**config.mk**
```make
export PLATFORM = sky130hd
export DESIGN_NAME = lsu_unit_flat
export DESIGN_NICKNAME = d
export VERILOG_FILES = /design/src/rtl/lsu_unit_if.sv /design/src/rtl/lsu_unit.sv /design/src/flat_wrapper.sv
export SDC_FILE = /design/constraint.sdc
export NUM_CORES = 1
export LEC_CHECK = 0
export ABC_AREA = 1
export CORE_MARGIN = 10
export CORE_UTILIZATION = 30
export DETAILED_ROUTE_END_ITERATION = 10
export SETUP_SLACK_MARGIN = 0.2
export SKIP_CTS_REPAIR_TIMING = 1
export SLEW_MARGIN = 15
export SYNTH_ARGS = -nofsm -noshare
export SYNTH_HDL_FRONTEND = slang
export SYNTH_SLANG_ARGS = --single-unit
```
**constraint.sdc**
```tcl
create_clock -name clk -period 2.4 [get_ports clk]
set_input_delay 0.48 -clock clk [delete_from_list [all_inputs] [get_ports clk]]
set_output_delay 0.48 -clock clk [all_outputs]
set_load 0.05 [all_outputs]
```
**src/rtl/lsu_unit_if.sv**
```systemverilog
// Data-memory request/acknowledge port between the load/store unit and memory.
// The master drives the request side; the slave returns read data and ack.
interface lsu_unit_if;
  logic        mem_req;
  logic        mem_we;
  logic [31:0] mem_addr;
  logic [31:0] mem_wdata;
  logic [3:0]  mem_wstrb;
  logic [31:0] mem_rdata;
  logic        mem_ack;

  modport master (
    output mem_req, mem_we, mem_addr, mem_wdata, mem_wstrb,
    input  mem_rdata, mem_ack
  );

  modport slave (
    input  mem_req, mem_we, mem_addr, mem_wdata, mem_wstrb,
    output mem_rdata, mem_ack
  );
endinterface

```
**src/rtl/lsu_unit.sv**
```systemverilog
// RV32I load/store unit: one data-memory transaction per load/store strobe,
// stalling the core until ack, error or timeout, then pulsing done.
module lsu_unit #(
  parameter int unsigned TIMEOUT_CYC = 16
) (
  input  logic        clk,
  input  logic        rst_n,
  input  logic        load,
  input  logic        store,
  input  logic [2:0]  fun3,
  input  logic [31:0] addr,
  input  logic [31:0] store_data,
  output logic        stall,
  output logic        done,
  output logic        err,
  output logic [31:0] load_data,
  lsu_unit_if.master  mem
);

  typedef enum logic [1:0] {IDLE, BUSY, DONE} state_t;

  state_t      state_q, state_d;
  logic        mem_req_q, mem_req_d;
  logic        mem_we_q, mem_we_d;
  logic [31:0] mem_addr_q, mem_addr_d;
  logic [31:0] mem_wdata_q, mem_wdata_d;
  logic [3:0]  mem_wstrb_q, mem_wstrb_d;
  logic [31:0] load_data_q, load_data_d;
  logic        done_q, done_d;
  logic        err_q, err_d;
  logic [7:0]  cnt_q, cnt_d;
  logic [2:0]  fun3_q, fun3_d;
  logic [1:0]  off_q, off_d;

  logic        illegal;
  logic        misaligned;
  logic [7:0]  byte_sel;
  logic [15:0] half_sel;
  logic [31:0] load_ext;

  // Lane extraction uses the registered offset/size so it does not depend on
  // the core keeping its inputs stable past the ack cycle.
  always_comb begin
    byte_sel = 8'h00;
    case (off_q)
      2'd0: byte_sel = mem.mem_rdata[7:0];
      2'd1: byte_sel = mem.mem_rdata[15:8];
      2'd2: byte_sel = mem.mem_rdata[23:16];
      2'd3: byte_sel = mem.mem_rdata[31:24];
      default: byte_sel = 8'h00;
    endcase
    half_sel = off_q[1] ? mem.mem_rdata[31:16] : mem.mem_rdata[15:0];
    case (fun3_q)
      3'b000:  load_ext = {{24{byte_sel[7]}}, byte_sel};
      3'b001:  load_ext = {{16{half_sel[15]}}, half_sel};
      3'b100:  load_ext = {24'h0, byte_sel};
      3'b101:  load_ext = {16'h0, half_sel};
      default: load_ext = mem.mem_rdata;
    endcase
  end

  always_comb begin
    illegal    = (load & store)
               | (load & ((fun3 == 3'b011) | (fun3[2:1] == 2'b11)))
               | (store & (fun3 >= 3'b011));
    misaligned = ((fun3[1:0] == 2'b01) & addr[0])
               | ((fun3[1:0] == 2'b10) & (addr[1:0] != 2'b00));
  end

  always_comb begin
    state_d     = state_q;
    mem_req_d   = mem_req_q;
    mem_we_d    = mem_we_q;
    mem_addr_d  = mem_addr_q;
    mem_wdata_d = mem_wdata_q;
    mem_wstrb_d = mem_wstrb_q;
    load_data_d = load_data_q;
    done_d      = 1'b0;
    err_d       = 1'b0;
    cnt_d       = cnt_q;
    fun3_d      = fun3_q;
    off_d       = off_q;

    case (state_q)
      IDLE: begin
        if (load | store) begin
          if (illegal | misaligned) begin
            state_d     = DONE;
            done_d      = 1'b1;
            err_d       = 1'b1;
            load_data_d = 32'h0;
          end else begin
            state_d     = BUSY;
            mem_req_d   = 1'b1;
            mem_we_d    = store;
            mem_addr_d  = {addr[31:2], 2'b00};
            fun3_d      = fun3;
            off_d       = addr[1:0];
            cnt_d       = 8'd0;
            mem_wstrb_d = 4'b0000;
            mem_wdata_d = 32'h0;
            if (store) begin
              case (fun3[1:0])
                2'b00: begin
                  mem_wdata_d = {4{store_data[7:0]}};
                  mem_wstrb_d = 4'b0001 << addr[1:0];
                end
                2'b01: begin
                  mem_wdata_d = {2{store_data[15:0]}};
                  mem_wstrb_d = 4'b0011 << {addr[1], 1'b0};
                end
                default: begin
                  mem_wdata_d = store_data;
                  mem_wstrb_d = 4'b1111;
                end
              endcase
            end
          end
        end
      end
      BUSY: begin
        // An ack in the expiry cycle completes normally.
        if (mem.mem_ack) begin
          state_d     = DONE;
          done_d      = 1'b1;
          mem_req_d   = 1'b0;
          mem_we_d    = 1'b0;
          mem_wstrb_d = 4'b0000;
          load_data_d = mem_we_q ? 32'h0 : load_ext;
        end else if (cnt_q == 8'(TIMEOUT_CYC - 1)) begin
          state_d     = DONE;
          done_d      = 1'b1;
          err_d       = 1'b1;
          mem_req_d   = 1'b0;
          mem_we_d    = 1'b0;
          mem_wstrb_d = 4'b0000;
          load_data_d = 32'h0;
        end else begin
          cnt_d = cnt_q + 8'd1;
        end
      end
      DONE: begin
        state_d = IDLE;
        cnt_d   = 8'd0;
      end
      default: state_d = IDLE;
    endcase
  end

  always_ff @(posedge clk or negedge rst_n) begin
    if (!rst_n) begin
      state_q     <= IDLE;
      mem_req_q   <= 1'b0;
      mem_we_q    <= 1'b0;
      mem_addr_q  <= 32'h0;
      mem_wdata_q <= 32'h0;
      mem_wstrb_q <= 4'b0000;
      load_data_q <= 32'h0;
      done_q      <= 1'b0;
      err_q       <= 1'b0;
      cnt_q       <= 8'd0;
      fun3_q      <= 3'b000;
      off_q       <= 2'b00;
    end else begin
      state_q     <= state_d;
      mem_req_q   <= mem_req_d;
      mem_we_q    <= mem_we_d;
      mem_addr_q  <= mem_addr_d;
      mem_wdata_q <= mem_wdata_d;
      mem_wstrb_q <= mem_wstrb_d;
      load_data_q <= load_data_d;
      done_q      <= done_d;
      err_q       <= err_d;
      cnt_q       <= cnt_d;
      fun3_q      <= fun3_d;
      off_q       <= off_d;
    end
  end

  assign stall         = ((state_q == IDLE) & (load | store)) | (state_q == BUSY);
  assign done          = done_q;
  assign err           = err_q;
  assign load_data     = load_data_q;
  assign mem.mem_req   = mem_req_q;
  assign mem.mem_we    = mem_we_q;
  assign mem.mem_addr  = mem_addr_q;
  assign mem.mem_wdata = mem_wdata_q;
  assign mem.mem_wstrb = mem_wstrb_q;

endmodule

```
**src/flat_wrapper.sv**
```systemverilog
// flat-port wrapper written by rule: the top's interface ports become plain ports
module lsu_unit_flat 
#(
  parameter int unsigned TIMEOUT_CYC = 16
)
  (clk, rst_n, load, store, fun3, addr, store_data, stall, done, err, load_data, mem_mem_req, mem_mem_we, mem_mem_addr, mem_mem_wdata, mem_mem_wstrb, mem_mem_rdata, mem_mem_ack);
  lsu_unit_if mem_i ();
  input  logic clk;
  input  logic rst_n;
  input  logic load;
  input  logic store;
  input  logic [2:0] fun3;
  input  logic [31:0] addr;
  input  logic [31:0] store_data;
  output logic stall;
  output logic done;
  output logic err;
  output logic [31:0] load_data;
  output wire logic [$bits(mem_i.mem_req)-1:0] mem_mem_req;
  output wire logic [$bits(mem_i.mem_we)-1:0] mem_mem_we;
  output wire logic [$bits(mem_i.mem_addr)-1:0] mem_mem_addr;
  output wire logic [$bits(mem_i.mem_wdata)-1:0] mem_mem_wdata;
  output wire logic [$bits(mem_i.mem_wstrb)-1:0] mem_mem_wstrb;
  input wire logic [$bits(mem_i.mem_rdata)-1:0] mem_mem_rdata;
  input wire logic [$bits(mem_i.mem_ack)-1:0] mem_mem_ack;
  assign mem_mem_req = mem_i.mem_req;
  assign mem_mem_we = mem_i.mem_we;
  assign mem_mem_addr = mem_i.mem_addr;
  assign mem_mem_wdata = mem_i.mem_wdata;
  assign mem_mem_wstrb = mem_i.mem_wstrb;
  assign mem_i.mem_rdata = mem_mem_rdata;
  assign mem_i.mem_ack = mem_mem_ack;
  lsu_unit #(.TIMEOUT_CYC(TIMEOUT_CYC)) u_core (.clk(clk), .rst_n(rst_n), .load(load), .store(store), .fun3(fun3), .addr(addr), .store_data(store_data), .stall(stall), .done(done), .err(err), .load_data(load_data), .mem(mem_i));
endmodule
```
Yosys cells after proc, flatten, opt, wreduce, memory -nomap -nowiden
Cells that the tools add are included.
- add/sub/neg operators: 1
- order comparisons: 1
- equal/unequal tests: 19
- shift operators: 2
- muxes and demuxes: 43
- bitwise gates (word level): 14
- reductions and logical operators: 12
- operators with widths (cell ; number):
    $mux W32 ; 6
    $pmux W32 S2 ; 2
    $pmux W32 S4 ; 1
    $mux W8 ; 4
    $pmux W8 S4 ; 1
    $pmux W8 S3 ; 1
    $mux W4 ; 5
    $mux W16 ; 1
    $pmux W4 S2 ; 2
    $mux W1 ; 11
    $eq A2 B2 Y1 const B ; 5
    $add A8 B1 Y8 const B ; 1
    $eq A8 B4 Y1 const B ; 1
    $mux W2 ; 4
    $pmux W1 S2 ; 4
    $reduce_and A4 Y1 ; 2
    $or A1 B1 Y1 ; 7
    $and A1 B1 Y1 ; 6
    $eq A2 B1 Y1 const B ; 3
    $eq A3 B3 Y1 const B ; 2
    $logic_not A2 Y1 ; 3
    $ne A2 B2 Y1 const B ; 3
    $reduce_and A5 Y1 ; 1
    $ne A2 B1 Y1 const B ; 2
    13 further kinds ; 14
- flip-flop bits (word level): 117
- bits of input ports: 104

Longest topological paths before layout
Gate-level depths: netlist (run 1).
- depth in word-level cells: 9
- mapped depth: 10
- depth with buffers taken out: 10

Least setup slack after synthesis (run 1)
No wires, ideal clock.
- path type: input to output
- start: input load
- end: output stall
- data arrival time: 1.266 ns
- setup slack: 0.654 ns
- cell stages on the path: 4
- cell sequence: inv_1 -> nand2_2 -> o21ai_0 -> inv_1
- cells in the longest elaborated chain, start to end: 3
- ends and longest elaborated chain (element ; RTL line ; text):
    start, declared ; flat_wrapper.sv:10 ; input logic load;
    $or A1 B1 Y1 ; lsu_unit.sv:180 ; assign stall = ((state_q == IDLE) & (load | store)) | (state_q == BUSY);
    $and A1 B1 Y1 ; lsu_unit.sv:180 ;
    $or A1 B1 Y1 ; lsu_unit.sv:180 ;
    end, declared ; flat_wrapper.sv:15 ; output logic stall;
Every way passes these cells.

Worst setup path in the final report (run 1)
- start: register u_core.mem_wdata_q[27] (netlist: u_core.mem.mem_wdata[27])
- end: output mem_mem_wdata[27]
- RTL lines (element ; RTL line ; text):
    start, declared ; lsu_unit.sv:26 ; logic [31:0] mem_wdata_q, mem_wdata_d;
    start signal, assigned ; lsu_unit.sv:169 ; mem_wdata_q <= mem_wdata_d;
    end, declared ; flat_wrapper.sv:22 ; output wire logic [$bits(mem_i.mem_wdata)-1:0] mem_mem_wdata;
No word-level cell between the ends.

==> results of run 1 <==
-- cells by family (layout without fill, tap and decap cells) --
logic type / Yosys count / count (layout) / share of synthesized area [%]
AND/OR/NAND/NOR: 330 / 330 / 24.60
other: 1 / 2 / 0.06535
XOR/XNOR: 2 / 2 / 0.3053
adder cells (fa/ha/maj): 1 / 1 / 0.2180
AO/OA/AOI/OAI: 156 / 156 / 15.22
flip-flops: 117 / 117 / 51.02
buffers and inverters: 110 / 333 / 8.569
-- power breakdown --
| group | switching (W) | total [W] | internal [W] |
|---|---|---|---|
| Sequential | 0.000468 | 0.00321 | 0.00274 |
| Combinational | 0.00438 | 0.00642 | 0.00204 |
| Clock | 0.00101 | 0.00260 | 0.00159 |
-- per-layer routing --
metal / global-route usage, % / part of all wire, %
met1: 18.73 / 44
met2: 23.04 / 43
met3: 8.014 / 13
met4: 4.367 / 0.95
met5: 0 / 0
-- synthesized netlist by cell type, types with 8 or more instances --
master,number
nand2_1,228
dfrtp_1,117
inv_1,70
o21ai_0,61
nand3_1,38
o21ai_1,31
a21oi_1,30
nor2_1,27
clkbuf_1,19
o211ai_1,15
or2_2,14
buf_6,8
o21bai_1,8
-- through the flow --
stage | setup slack [ns] | TNS, ns | util (%) | instances
after global routing | 0.2191 | 0 | 46.28 | 1175
after CTS | 0.002385 | 0 | 46.13 | 1174
final | 0.2729 | 0 | 46.28 | 1175
after detailed placement | 0.004758 | 0 | 42.91 | 1142
after floorplan | 0.6536 | 0 | - | 718
after global placement | -0.01827 | -0.01827 | 42.91 | 1142
-- worst min-delay path by stage --
stage	from	to	slack (ns)
after global routing	u_core.load_data[21]	u_core.load_data[21]	0.49
after detailed placement	rst_n	u_core.load_data[0]	0.37
after global placement	rst_n	u_core.load_data[0]	0.38
after floorplan	rst_n	u_core.cnt_q[0]	0.18
after CTS	rst_n	u_core.load_data[10]	-0.08
final	u_core.load_data[16]	u_core.load_data[16]	0.48
-- sequential cells by signal, indices dropped and copies added, names as in the netlist --
signal / cells
u_core.done: 1
u_core.mem.mem_addr: 30
u_core.fun3_q: 3
u_core.load_data: 32
u_core.mem.mem_wdata: 32
u_core.cnt_q: 8
u_core.mem.mem_wstrb: 4
u_core.err: 1
u_core.mem.mem_we: 1
u_core.state_q: 2
u_core.off_q: 2
u_core.mem.mem_req: 1
-- cells in the final DEF, fill, tap and decap left out, drive strengths merged, types with 2 or more instances in the layout --
| cell type | n |
|---|---|
| a21oi | 31 |
| nor3 | 6 |
| clkinv | 3 |
| nand3 | 39 |
| o211ai | 15 |
| nor2 | 31 |
| o21ai | 92 |
| dfrtp | 117 |
| or2 | 14 |
| clkbuf | 18 |
| clkinvlp | 2 |
| o21bai | 8 |
| clkdlybuf4s50 | 203 |
| buf | 22 |
| inv | 81 |
| o221ai | 7 |
| bufinv | 2 |
| nand2 | 235 |
| conb | 2 |
| nand4 | 4 |
-- layout make-up --
type                    count  area, sq um  area share [%]
clock buffers              18        439.2           5.056
clock inverters            14        165.2           1.901
inverters                  74        277.8           3.198
multi-input cells         491         2338           26.92
flip-flops and latches    117         2928           33.71
well taps                 234        292.8           3.371
repair buffers            227         2245           25.84
==> impl_metrics.env, run 1 <==
export IMPL_status="finished, final reports clean"
export IMPL_syn2layout_area_growth_pct=51.37
export IMPL_clock_root_buffer="clkbuf_16"
export IMPL_startpoint_type="flip-flop"
export IMPL_syn_area_sq_um=5738
export IMPL_cp_num_cells=1
export IMPL_via_per_inst=4.609
export IMPL_place_gp_congestion=0.8035
export IMPL_grt_pass1_wl_um=29750
export IMPL_drc_errors=0
export IMPL_crit_family="buffers and inverters"
export IMPL_drive_above_1_share_pct=9.245
export IMPL_synth_distinct_cells=35
export IMPL_path_cells="clkdlybuf4s50_1"
export IMPL_ff2ff_setup_slack_ns=0.48
export IMPL_p_total_w=0.01222
export IMPL_hold_viol_final=0
export IMPL_first_pass_iters=5
export IMPL_dp_hpwl_um=14650
export IMPL_drv_slew=0
export IMPL_cp_end_kind="output pin"
export IMPL_cts_sinks=117
export IMPL_maxCapViolations=0
export IMPL_ioPinCount=209
export IMPL_numCtsBuffers=17
export IMPL_initialDrtViolationCount=188
export IMPL_slew_headroom_pct=51.37
export IMPL_crit_start="u_core.mem.mem_wdata[27]"
export IMPL_irDropWorstVdd_mv=0.7907
export IMPL_vias=5415
export IMPL_clk_latency_ns=0.42
export IMPL_synth_edf_count=0
export IMPL_clockBufferDepth=2
export IMPL_wl_per_cell_um=16.48
export IMPL_synth_area_leaders="dfrtp_1 51%, nand2_1 15%, o21ai_0 5.3%"
export IMPL_r2r_start="u_core.cnt_q[0]"
export IMPL_reg2reg_depth=7
export IMPL_crit_required_ns=1.92
export IMPL_cellPowerDensity_nw_per_um2=1407
export IMPL_design_area_sq_um=8686
export IMPL_die_h_um=158.3
export IMPL_finalWorstPathRequiredPeriod_ns=2.127
export IMPL_synth_top_area_share_pct=51.02
export IMPL_wirelength_um=19370
export IMPL_synthArstFlopShare_pct=100.0
export IMPL_grt_overflow=0
export IMPL_antenna_left=0
export IMPL_start_util_pct=30.57
export IMPL_crit_type="flip-flop to output pin"
export IMPL_max_clock_freq_ghz=0.4701
export IMPL_grt_pass1_vias=5442
export IMPL_postSynthCellCount=717
export IMPL_worstMarginPinSlew_ns=0.7267
export IMPL_crit_end="mem_mem_wdata[27]"
export IMPL_path_max_fanout=2
export IMPL_synth_avg_cell_area_sq_um=8.003
export IMPL_final_nets=1033
export IMPL_port_buffers=206
export IMPL_leakagePower_nw=4.175
export IMPL_die_w_um=158.3
export IMPL_timing_critical_path_buf_inv=1
export IMPL_fin_crit_sh_pct=88.63
export IMPL_antenna_found_initial=0
export IMPL_seq_area_frac_synth_pct=51.02
export IMPL_dieArea_sq_um=25060
export IMPL_timing_rr_end="u_core.cnt_q[3]"
export IMPL_grt_max_degree=64
export IMPL_rsz0062_at_grt="no"
export IMPL_core_region_area_sq_um=18770
export IMPL_cts_tree="built"
export IMPL_n_antenna_cell=0
export IMPL_finalHoldWorstSlack_ns=0.4753
export IMPL_final_setup_skew_ns=0.01287
export IMPL_critPathArrivalTime_ns=1.65
export IMPL_placed_cell_area_sq_um=8053
export IMPL_slowest_delay_ns=0.85
export IMPL_fill_cells=1892
export IMPL_rows=50
export IMPL_clkSlewWorstSetupHoldPaths_ns=0.06
export IMPL_slowest_stage="clkdlybuf4s50_1"
export IMPL_whs_path_depth=2
export IMPL_grt_usage_pct=15.33
export IMPL_synth_flop_cell="dfrtp_1"
export IMPL_hold_path_class="flip-flop to flip-flop"
export IMPL_ys_seq_elements=117
export IMPL_synth_yosys_warnings=0
export IMPL_setup_violations=0
export IMPL_synth_largest_area_cell="dfrtp_1"
export IMPL_htree_levels=4
Note: power is estimated with default switching activity, not from simulation.
==> inputs of run 2 (changes only) <==
--- a/config.mk
+++ b/config.mk
@@ -9,9 +9,10 @@
 export CORE_MARGIN = 10
 export CORE_UTILIZATION = 30
 export DETAILED_ROUTE_END_ITERATION = 10
+export PLACE_DENSITY = 0.61
 export SETUP_SLACK_MARGIN = 0.2
 export SKIP_CTS_REPAIR_TIMING = 1
-export SLEW_MARGIN = 15
+export SLEW_MARGIN = 20
 export SYNTH_ARGS = -nofsm -noshare
 export SYNTH_HDL_FRONTEND = slang
 export SYNTH_SLANG_ARGS = --single-unit
==> impl_metrics.env, run 2 (synthesis results as in run 1) <==
export IMPL_timing_critical_path_buf_inv=1
export IMPL_cts_sinks=117
export IMPL_fin_crit_sh_pct=89.43
export IMPL_finalHoldWorstSlack_ns=0.03860
export IMPL_rsz0062_at_grt="no"
export IMPL_numCtsBuffers=17
export IMPL_fin_tns_setup_ns=0
export IMPL_crit_type="flip-flop to output pin"
export IMPL_start_util_pct=30.57
export IMPL_max_clock_freq_ghz=0.4659
export IMPL_drv_slew=0
export IMPL_cellPowerDensity_nw_per_um2=1419
export IMPL_wirelength_um=19600
export IMPL_dieArea_sq_um=25060
export IMPL_drc_errors=0
export IMPL_finalWorstPathRequiredPeriod_ns=2.146
export IMPL_clkSlewWorstSetupHoldPaths_ns=0.06
export IMPL_port_buffers=206
export IMPL_path_max_fanout=3
export IMPL_wl_per_cell_um=16.71
export IMPL_slowest_delay_ns=0.84
export IMPL_drive_above_1_share_pct=9.052
export IMPL_via_per_inst=4.683
export IMPL_grt_pass1_vias=5552
export IMPL_fin_ws_ns=0.2537
export IMPL_crit_family="buffers and inverters"
export IMPL_status="finished, final reports clean"
export IMPL_ff2ff_setup_slack_ns=0.49
export IMPL_die_w_um=158.3
export IMPL_grt_usage_pct=15.79
export IMPL_core_region_area_sq_um=18770
export IMPL_vias=5493
export IMPL_clock_root_buffer="clkbuf_16"
export IMPL_cp_end_kind="output pin"
export IMPL_htree_levels=4
export IMPL_path_cells="clkdlybuf4s50_1"
export IMPL_syn2layout_area_growth_pct=51.66
export IMPL_rows=50
export IMPL_place_gp_congestion=0.8601
export IMPL_slowest_stage="clkdlybuf4s50_1"
export IMPL_final_common_cell="nand2_1"
export IMPL_maxCapViolations=0
export IMPL_ioPinCount=209
export IMPL_hold_path_class="input port to async pin"
export IMPL_grt_max_degree=77
export IMPL_crit_required_ns=1.92
export IMPL_clockBufferDepth=2
export IMPL_slew_headroom_pct=50.68
export IMPL_initialDrtViolationCount=277
export IMPL_worstMarginPinSlew_ns=0.7371
export IMPL_die_h_um=158.3
export IMPL_dp_slack_ns=0.1244
export IMPL_dp_hpwl_um=14840
export IMPL_antenna_found_initial=2
export IMPL_irDropWorstVdd_mv=0.7225
export IMPL_n_antenna_cell=0
export IMPL_clk_latency_ns=0.42
export IMPL_grt_pass1_wl_um=30830
export IMPL_final_nets=1031
export IMPL_cts_tree="built"
export IMPL_setup_violations=0
export IMPL_final_cell_mix="228 x nand2_1, 204 x clkdlybuf4s50_1, 117 x dfrtp_1"
export IMPL_antenna_left=0
export IMPL_first_pass_iters=5
export IMPL_startpoint_type="flip-flop"
export IMPL_leakagePower_nw=4.169
export IMPL_hold_viol_final=0
export IMPL_grt_overflow=0
export IMPL_critPathArrivalTime_ns=1.67
export IMPL_final_setup_skew_ns=0.01850
run 2: metrics by stage:
step / util, % / power, W / cells / cell area, sq um
3_3_place_gp: 43.00 / 0.009706 / 1141 / 8070
5_1_grt: 46.37 / 0.01311 / 1173 / 8702
6_report: 46.37 / 0.01235 / 1173 / 8702
2_1_floorplan: - / 0.007387 / 718 / 5742
3_5_place_dp: 43.00 / 0.009731 / 1141 / 8070
4_1_cts: 46.32 / 0.01250 / 1173 / 8693
run 2: worst paths after layout:
kind                                            to               start  cells past startpoint
setup reg to reg               u_core.load_data[0]     u_core.cnt_q[0]                      8
hold reg to reg                 u_core.mem.mem_req  u_core.mem.mem_req                      2
setup / recovery                        mem_mem_we   u_core.mem.mem_we                      1
max in group asynchronous        u_core.state_q[0]               rst_n                      2
hold / removal             u_core.mem.mem_addr[12]               rst_n                      1
min in group clk                u_core.mem.mem_req  u_core.mem.mem_req                      2
run 2: power breakdown:
part / internal [W] / switching (W)
registers: 0.00274 / 0.000471
clock network: 0.00170 / 0.000995
logic: 0.00207 / 0.00437
total: 0.00651 / 0.00584
run 2: final cells by class:
class,instances,area [sq um]
Fill cell,1844,10070
Multi-Input combinational cell,491,2327
Tap cell,234,292.8
Timing Repair Buffer,225,2253
Sequential cell,117,2928
Inverter,74,277.8
Clock buffer,19,452.9
Clock inverter,13,170.2
run 2: layer usage:
| layer | up-vias | global-route usage, % | part of all wire (%) |
|---|---|---|---|
| li1 | 2746 | - | - |
| met1 | 2525 | 19.25 | 43 |
| met2 | 206 | 23.40 | 43 |
| met3 | 12 | 9.471 | 14 |
| met4 | 4 | 3.397 | 0.58 |
| met5 | - | 0 | 0.14 |
==> inputs of run 3 (changes only) <==
--- a/config.mk
+++ b/config.mk
@@ -5,7 +5,6 @@
 export SDC_FILE = /design/constraint.sdc
 export NUM_CORES = 1
 export LEC_CHECK = 0
-export ABC_AREA = 1
 export CORE_MARGIN = 10
 export CORE_UTILIZATION = 30
 export DETAILED_ROUTE_END_ITERATION = 10
==> impl_metrics.env, run 3 <==
export IMPL_syn2layout_area_growth_pct=58.79
export IMPL_postSynthCellCount=589
export IMPL_switching_power_w=0.005314
export IMPL_slew_headroom_pct=47.50
export IMPL_drive_above_1_share_pct=13.82
export IMPL_ioPinCount=209
export IMPL_ys_seq_elements=117
export IMPL_clk_latency_ns=0.41
export IMPL_htree_levels=4
export IMPL_start_util_pct=30.69
export IMPL_port_buffers=206
export IMPL_synth_area_leaders="dfrtp_1 53%, nand2_1 12%, mux2_2 5.1%"
export IMPL_fill_cells=1720
export IMPL_final_common_cell="clkdlybuf4s50_1"
export IMPL_clkSlewWorstSetupHoldPaths_ns=0.06
export IMPL_die_w_um=155.8
export IMPL_postLayoutCoreUtil_pct=48.73
export IMPL_grt_overflow=0
export IMPL_drv_slew=0
export IMPL_syn_area_sq_um=5532
export IMPL_seq_area_frac_synth_pct=52.93
export IMPL_dpl_cell_count=1030
export IMPL_design_area_sq_um=8783
export IMPL_path_max_fanout=5
export IMPL_synth_avg_cell_area_sq_um=9.391
export IMPL_hold_viol_final=0
export IMPL_synth_most_common_cell="nand2_1"
export IMPL_status="finished, final reports clean"
export IMPL_rows=49
export IMPL_setup_violations=0
export IMPL_place_gp_congestion=0.7956
export IMPL_max_clock_freq_ghz=0.4718
export IMPL_power_frac_clock_pct=21.5
export IMPL_fin_tns_setup_ns=0
export IMPL_p_comb_share_pct=51.5
export IMPL_final_cell_mix="203 x clkdlybuf4s50_1, 182 x nand2_1, 117 x dfrtp_1"
export IMPL_synth_distinct_cells=42
export IMPL_worstMarginPinSlew_ns=0.7875
export IMPL_antenna_left=0
export IMPL_placed_cell_area_sq_um=8175
export IMPL_wl_per_cell_um=17.87
export IMPL_dieArea_sq_um=24270
export IMPL_maxCapViolations=0
export IMPL_internal_power_w=0.006437
export IMPL_synthArstFlopShare_pct=100.0
export IMPL_first_pass_iters=4
export IMPL_synth_top_cells_by_count="182 x nand2_1, 117 x dfrtp_1, 29 x a22o_1, 29 x nor2_1, 29 x o21ai_0"
export IMPL_grt_pass1_wl_um=29430
export IMPL_initialDrtViolationCount=228
export IMPL_via_per_inst=4.659
export IMPL_antenna_found_initial=1
export IMPL_cp_end_kind="output pin"
export IMPL_irDropWorstVdd_mv=0.7944
export IMPL_fin_cells=1062
export IMPL_multiInputGateArea_sq_um=2381
export IMPL_vias=4948
export IMPL_numCtsBuffers=17
export IMPL_final_setup_skew_ns=0.006972
export IMPL_fin_crit_sh_pct=88.32
export IMPL_synth_yosys_warnings=0
export IMPL_grt_usage_pct=15.41
export IMPL_dp_hpwl_um=14060
export IMPL_power_switching_share_pct=45.22
export IMPL_wirelength_um=18980
export IMPL_rsz0062_at_grt="no"
export IMPL_synth_top_area_share_pct=52.93
export IMPL_hold_path_class="input port to async pin"
export IMPL_cts_sinks=117
export IMPL_die_h_um=155.8
export IMPL_crit_required_ns=1.92
export IMPL_clockBufferDepth=2
export IMPL_grt_max_degree=42
export IMPL_ff_latch_area_sq_um=2928
export IMPL_cellPowerDensity_nw_per_um2=1338
export IMPL_synth_largest_area_cell="dfrtp_1"
export IMPL_cts_tree="built"
export IMPL_crit_type="input port to output pin"
export IMPL_pwr_share_seq_pct=26.9
export IMPL_synth_edf_count=0
export IMPL_grt_pass1_vias=5045
export IMPL_clock_root_buffer="clkbuf_16"
export IMPL_core_region_area_sq_um=18020
export IMPL_critPathArrivalTime_ns=1.64
export IMPL_p_total_w=0.01175
export IMPL_leakagePower_nw=4.070
export IMPL_final_nets=926
export IMPL_synth_flop_cell="dfrtp_1"
export IMPL_finalWorstPathRequiredPeriod_ns=2.120
export IMPL_startpoint_type="input port"
export IMPL_drc_errors=0
==> run 3: layout make-up <==
type / count / share of cell area, %
Clock buffer: 21 / 5.470
Sequential cell: 117 / 33.33
Multi-Input combinational cell: 418 / 27.11
Antenna cell: 1 / 0.02849
Tap cell: 229 / 3.262
Inverter: 14 / 0.5983
Timing Repair Buffer: 253 / 29.03
Clock inverter: 9 / 1.168
==> run 3: power groups by stage <==
stage / combinational [W] / sequential (W) / clock [W]
finish: 0.00605 / 0.00317 / 0.00253
global route: 0.00643 / 0.00326 / 0.00270
CTS: 0.00612 / 0.00317 / 0.00259
detailed placement: 0.00610 / 0.00318 / 0
global placement: 0.00608 / 0.00318 / 0
floorplan: 0.00146 / 0.00546 / 0
==> run 3: per-stage QoR <==
| stage | hold slack, ns | setup WS, ns |
|---|---|---|
| floorplan | 0.1844 | 0.3858 |
| global placement | 0.4481 | -0.1111 |
| detailed placement | 0.4564 | -0.1423 |
| finish | 0.07458 | 0.2802 |
| global route | 0.09739 | 0.2152 |
| CTS | 0.08622 | 0.2092 |
==> run 3: per-layer routing <==
| layer | part of all wire, % | global-route usage (%) | up-vias |
|---|---|---|---|
| met2 | 46 | 22.89 | 138 |
| met5 | 0 | 0 | - |
| met3 | 9.2 | 7.610 | 11 |
| li1 | - | - | 2458 |
| met4 | 0.86 | 3.832 | 0 |
| met1 | 44 | 19.54 | 2341 |
==> run 3: cells by family after synthesis <==
family / share of synthesized area, %
adder cells (fa/ha/maj): 0.2262
other: 0.06779
buffers and inverters: 4.547
AO/OA/AOI/OAI: 14.25
AND/OR/NAND/NOR: 21.04
multiplexers: 6.944
flip-flops: 52.93
==> run 3: final timing paths <==
kind                                          from                       to  slack [ns]  cells past startpoint
setup / recovery                              load                    stall        0.28                      6
hold reg to reg            u_core.mem.mem_wdata[9]  u_core.mem.mem_wdata[9]        0.47                      2
min in group clk           u_core.mem.mem_wdata[9]  u_core.mem.mem_wdata[9]        0.47                      2
setup reg to reg                   u_core.off_q[1]     u_core.load_data[22]        0.44                      4
max in group asynchronous                    rst_n     u_core.load_data[18]        1.61                      2
hold / removal                               rst_n        u_core.state_q[0]        0.07                      1
==> run 3: worst max-delay path: stages <==
cell and delay (ns):
clkdlybuf4s50_1 0.46, buf_4 0.18, nor3_2 0.18, nor2_2 0.06
buf_4 0.14, buf_12 0.14
